[config.mk]
export PLATFORM = sky130hd
export DESIGN_NAME = inst_mem_responder
export DESIGN_NICKNAME = d
export VERILOG_FILES = /design/src/rtl/inst_mem_responder.sv
export SDC_FILE = /design/constraint.sdc
export NUM_CORES = 2
export LEC_CHECK = 0
export BUFFER_PORTS_ARGS = -buffer_cell sky130_fd_sc_hd__buf_2
export CAP_MARGIN = 25
export CORE_MARGIN = 2
export CORE_UTILIZATION = 50
export CTS_BUF_LIST = sky130_fd_sc_hd__clkbuf_16
export DETAILED_ROUTE_END_ITERATION = 12
export PLACE_DENSITY = 0.66
export SYNTH_ARGS = -nofsm -noshare
export SYNTH_HDL_FRONTEND = slang
export SYNTH_SLANG_ARGS = --single-unit
[constraint.sdc]
create_clock -name clk -period 2.9 [get_ports clk]
set_input_delay 0.29 -clock clk [delete_from_list [all_inputs] [get_ports clk]]
set_output_delay 0.29 -clock clk [all_outputs]
set_load 0.05 [all_outputs]
[src/rtl/inst_mem_responder.sv]
// Word-addressed instruction memory with a valid/ready fetch channel, a fixed-latency
// single-cycle response strobe, branch abort, and a program load port.
module inst_mem_responder #(
  parameter int DEPTH   = 64,
  parameter int LATENCY = 2
) (
  input  logic                     clk,
  input  logic                     rst,
  input  logic                     req_valid,
  output logic                     req_ready,
  input  logic [31:0]              req_addr,
  input  logic                     abort,
  output logic                     resp_valid,
  output logic [31:0]              resp_addr,
  output logic [31:0]              resp_inst,
  output logic                     resp_err,
  input  logic                     ld_en,
  input  logic [$clog2(DEPTH)-1:0] ld_addr,
  input  logic [31:0]              ld_data
);
  localparam int AW = $clog2(DEPTH);

  typedef enum logic [1:0] {IDLE, WAIT, RESP} state_t;

  state_t      state, state_nxt;
  logic [3:0]  cnt;
  logic [31:0] cap_addr;
  logic [31:0] mem [DEPTH];

  logic        accept;
  logic        reg_now;
  logic [31:0] src_addr;
  logic        in_range;
  logic [31:0] rd_word;

  assign accept = (state == IDLE) && req_valid && !abort;

  // With zero latency the response is registered straight from the request on the
  // acceptance edge; otherwise from the captured address on the last WAIT edge.
  assign reg_now  = (LATENCY == 0) ? accept : ((state == WAIT) && (cnt == 4'd1));
  assign src_addr = (LATENCY == 0) ? req_addr : cap_addr;
  assign in_range = (src_addr[31:AW] == '0);
  assign rd_word  = mem[src_addr[AW-1:0]];

  // State register
  always_ff @(posedge clk or negedge rst) begin
    if (!rst) state <= IDLE;
    else      state <= state_nxt;
  end

  // Next-state logic
  always_comb begin
    state_nxt = state;
    case (state)
      IDLE: if (accept) state_nxt = (LATENCY == 0) ? RESP : WAIT;
      WAIT: begin
        if (abort)               state_nxt = IDLE;
        else if (cnt == 4'd1)    state_nxt = RESP;
      end
      RESP:    state_nxt = IDLE;
      default: state_nxt = IDLE;
    endcase
  end

  // Output logic; abort suppresses the strobe in the same cycle
  always_comb begin
    req_ready  = (state == IDLE);
    resp_valid = (state == RESP) && !abort;
  end

  always_ff @(posedge clk or negedge rst) begin
    if (!rst) begin
      cnt      <= '0;
      cap_addr <= '0;
    end else if (accept) begin
      cnt      <= 4'(LATENCY);
      cap_addr <= req_addr;
    end else if (state == WAIT) begin
      cnt      <= abort ? 4'd0 : cnt - 4'd1;
    end
  end

  // Registered even on an aborted final WAIT edge; resp_valid alone qualifies these.
  always_ff @(posedge clk or negedge rst) begin
    if (!rst) begin
      resp_addr <= '0;
      resp_inst <= '0;
      resp_err  <= 1'b0;
    end else if (reg_now) begin
      resp_addr <= src_addr;
      resp_inst <= in_range ? rd_word : 32'h0;
      resp_err  <= !in_range;
    end
  end

  // Program storage is cleared by reset, so the program must be reloaded afterwards.
  always_ff @(posedge clk or negedge rst) begin
    if (!rst) begin
      for (int i = 0; i < DEPTH; i++) mem[i] <= '0;
    end else if (ld_en) begin
      mem[ld_addr] <= ld_data;
    end
  end

endmodule

==> summary.md <==
| Metric | Value |
|---|---|
| Clk_lat worst skew | `0.87 ns` |
| CTS tree | `yes` |
| Initial Util | `0.5013` |
| Post-route antenna net violation count | `0` |
| Reg2reg path depth | `7` |
| Reg area | `53,840 µm²` |
| Clk buf depth | `3` |
| F_max | `353.8 MHz` |
| Cells on Worst Hold Path | `2` |
| Status | `finished, final reports clean` |
| EDFF count, synth | `0` |
| Maximum vdd drop | `518.7 µV` |
| PortBufs | `141` |
| Total power | `81.04 mW` |
| Final worst path period need | `2.826 ns` |
| Top-Level Pins | `142` |
| Pwr/cell area | `735.6 nW/µm²` |
| Syn Inst Count | `6,262` |
| Ranking of synthesized cells by area | `dfrtp_1 (56%), mux2_2 (25%), mux4_2 (10%)` |
| Clock share of power | `0.342` |
| Die H | `442.7 µm` |
| DP HPWL | `171,100 µm` |
| Seq pwr share | `0.447` |
| GRT Total Usage | `0.2849` |
| Clk slew on worst S/H paths | `0.06 ns` |
| Area fraction of the dominant cell type after synthesis | `0.5593` |
| Post-synth top flop | `dfrtp_1` |
| Grt met1 use | `0.4014` |
| Largest net degree at the start of global routing | `116` |
| CP startpoint kind | `flop` |
| Slew headroom | `0.3147` |
| Synth unique cells | `47` |
| Post-route setup TNS | `0 ns` |
| Global routing usage on met2 | `0.4483` |
| Multi-input gate area | `40,370 µm²` |
| Clock skew | `0.04022 ns` |
| Top-count cell post-synth | `mux2_2` |
| DR WL/cell | `30.32 µm` |
| RSZ-0062 raised after global routing | `no` |
| GRT Max-Usage Layer | `met2` |
| Yosys warnings | `0` |
| Nets | `6,513` |
| Vias in the first global route | `60.13k` |
| Synth-to-Final Area Change | `14.47%` |
| Tightest Pin Transition | `1.028 ns` |
| Cell Area, Synth | `96,240 µm²` |
| Hold Path Class | `primary input to flop` |
| Tcrit/Tclk final | `0.9746` |
| NetSw | `22.88 mW` |
| Vias | `56.89k` |
| Setup crit end kind | `flop` |
| Leakage power | `50.99 nW` |
| First-pass GRT wire length | `412,500 µm` |
| Initial DRC count | `4,778` |
| Drt via density | `6.217` |
| Pre-antenna DRT Iters | `5` |
| Core area | `192,000 µm²` |
| Row cnt | `161` |
| Synth top cells by count | `mux2_2 (2,168), dfrtp_1 (2,151), mux4_2 (431)` |
| Arr. time, crit path | `3.57 ns` |
| Final Hold Vio Count | `0` |
| Ys async rst share | `1.000` |
| TritonCTS sink count | `2,151` |
| Chip width | `442.7 µm` |
| Avg Cell Area, Syn | `15.37 µm²` |
| P_int | `58.16 mW` |
| Initial antenna violation count | `23` |
| Final setup viols | `0` |
| GRT overflow | `0` |
| Full die area | `196,000 µm²` |
| Top cell type by total area after synthesis | `dfrtp_1` |
| Crit-path max FO | `21` |
| Net Sw Frac | `0.2823` |
| Filler instances | `14.92k` |
| #FFs+latches synth | `2,151` |
| DRC | `0` |
| Drt total wl | `277,400 µm` |
| Sequential area share after synthesis | `0.5593` |
| Max Slew Vio Count | `0` |
| H-tree depth | `4` |
| Combinational share of power | `0.211` |
| Met3 Use GR | `0.05334` |
| CTS root buf | `clkbuf_16` |
| Max-cap violations | `0` |
| Critical Path RT | `3.65 ns` |
| Share of layout cells above drive strength 1 | `0.5330` |
| Num CTS Buffers | `220` |
| Crit path kind | `flop to flop` |
| GPL Wtd Cong | `0.8472` |
| Mapped Nets | `6,339` |
cells by family after synthesis:
kind of cell / Yosys count / synth area share
flip-flops: 2151 / 0.5593
buffers and inverters: 631 / 0.02695
AND/OR/NAND/NOR: 411 / 0.01948
adder cells (fa/ha/maj): 2 / 0.0002600
AO/OA/AOI/OAI: 351 / 0.02733
multiplexers: 2716 / 0.3667
stage by stage:
stage	cells	util	hold slack, ns	worst slack (ns)	instance area (µm²)
finish	9150	0.5738	0.08866	0.07362	110200
global route	9146	0.5738	0.07086	0.01123	110200
CTS	9138	0.5734	0.02683	0.01541	110100
detailed placement	8697	0.5348	0.1453	-0.2049	102700
global placement	8696	0.5347	0.1443	-0.2603	102700
floorplan	6262	-	-0.005591	0.6624	96240
power groups by stage:
stage / Combinational (mW) / Clock [mW] / Sequential (mW)
3_3_place_gp: 16.7 / 0 / 36.5
2_1_floorplan: 10.5 / 0 / 36.7
5_1_grt: 18.1 / 29.5 / 36.7
3_5_place_dp: 16.9 / 0 / 36.8
6_report: 17.1 / 27.7 / 36.2
4_1_cts: 17.1 / 28.2 / 36.2
registers in the layout, indices dropped and copies added (netlist names):
name       flops
mem         2048
cap_addr      32
resp_addr     32
resp_inst     32
cnt            4
state          2
resp_err       1
worst max-delay path, stage by stage, from the launching register on:
cell	delay, ns
dfrtp_4	0.54
buf_12	0.18
buf_12	0.20
mux4_2	0.53
a22oi_1	0.22
o21ai_1	0.09
or4_1	0.65
a32o_1	0.31
cells in the final DEF, fill, tap and decap left out, types with 14 or more instances in the layout:
master / netlist / routed
mux2_2: 2168 / 2168
dfrtp_1: 2151 / 2146
mux4_2: 431 / 431
buf_4: 13 / 263
clkbuf_16: 0 / 223
nand2_1: 169 / 148
buf_2: 111 / 140
buf_12: 0 / 135
a22oi_1: 119 / 119
mux2i_1: 117 / 117
nand3_1: 62 / 60
inv_1: 6 / 59
clkinv_1: 0 / 59
nor2_4: 0 / 50
o22ai_1: 52 / 50
o31ai_1: 53 / 50
nor2_1: 90 / 40
dlygate4sd3_1: 0 / 38
clkinv_2: 0 / 29
a221oi_1: 27 / 27
a211o_1: 26 / 26
a22o_1: 26 / 26
nor2b_1: 32 / 25
nand2_2: 0 / 21
bufinv_16: 0 / 20
a211oi_1: 16 / 16
nor4_1: 14 / 14
what timing repair did:
item / CTS / global route
pin swaps: 0 / 0
setup endpoints to repair: 2 / 9
gates resized for setup: 4 / 10
endpoints found under the hold margin: 1457 / 8
gates cloned: 0 / 0
setup buffers: 4 / 0
hold buffers: 37 / 1
per-layer routing:
layer / routed length, µm / share of wire
met3: 17780 / 0.064
met5: 52 / 0.00019
met1: 119600 / 0.43
met4: 9436 / 0.034
met2: 130600 / 0.47
final timing paths:
kind	endpoint	startpoint	slack, ns
max in group asynchronous	mem[1754]	rst	1.66
setup reg to reg	resp_inst[9]	cap_addr[0]	0.07
hold / removal	mem[1097]	ld_data[9]	0.09
setup / recovery	resp_inst[9]	cap_addr[0]	0.07
min in group asynchronous	resp_addr[28]	rst	0.12
hold reg to reg	resp_addr[4]	resp_addr[4]	0.48
area by class of cell:
cell class                 count  area share
inverter                       6   0.0002044
multi-input combinational   3480      0.3664
tap                         2526     0.02869
sequential                  2151      0.4887
clock inverter               177     0.01264
clock buffer                 223     0.05066
timing repair buffer         577     0.05240
antenna                       10   0.0002272
Power figures use the tool's default switching activity.
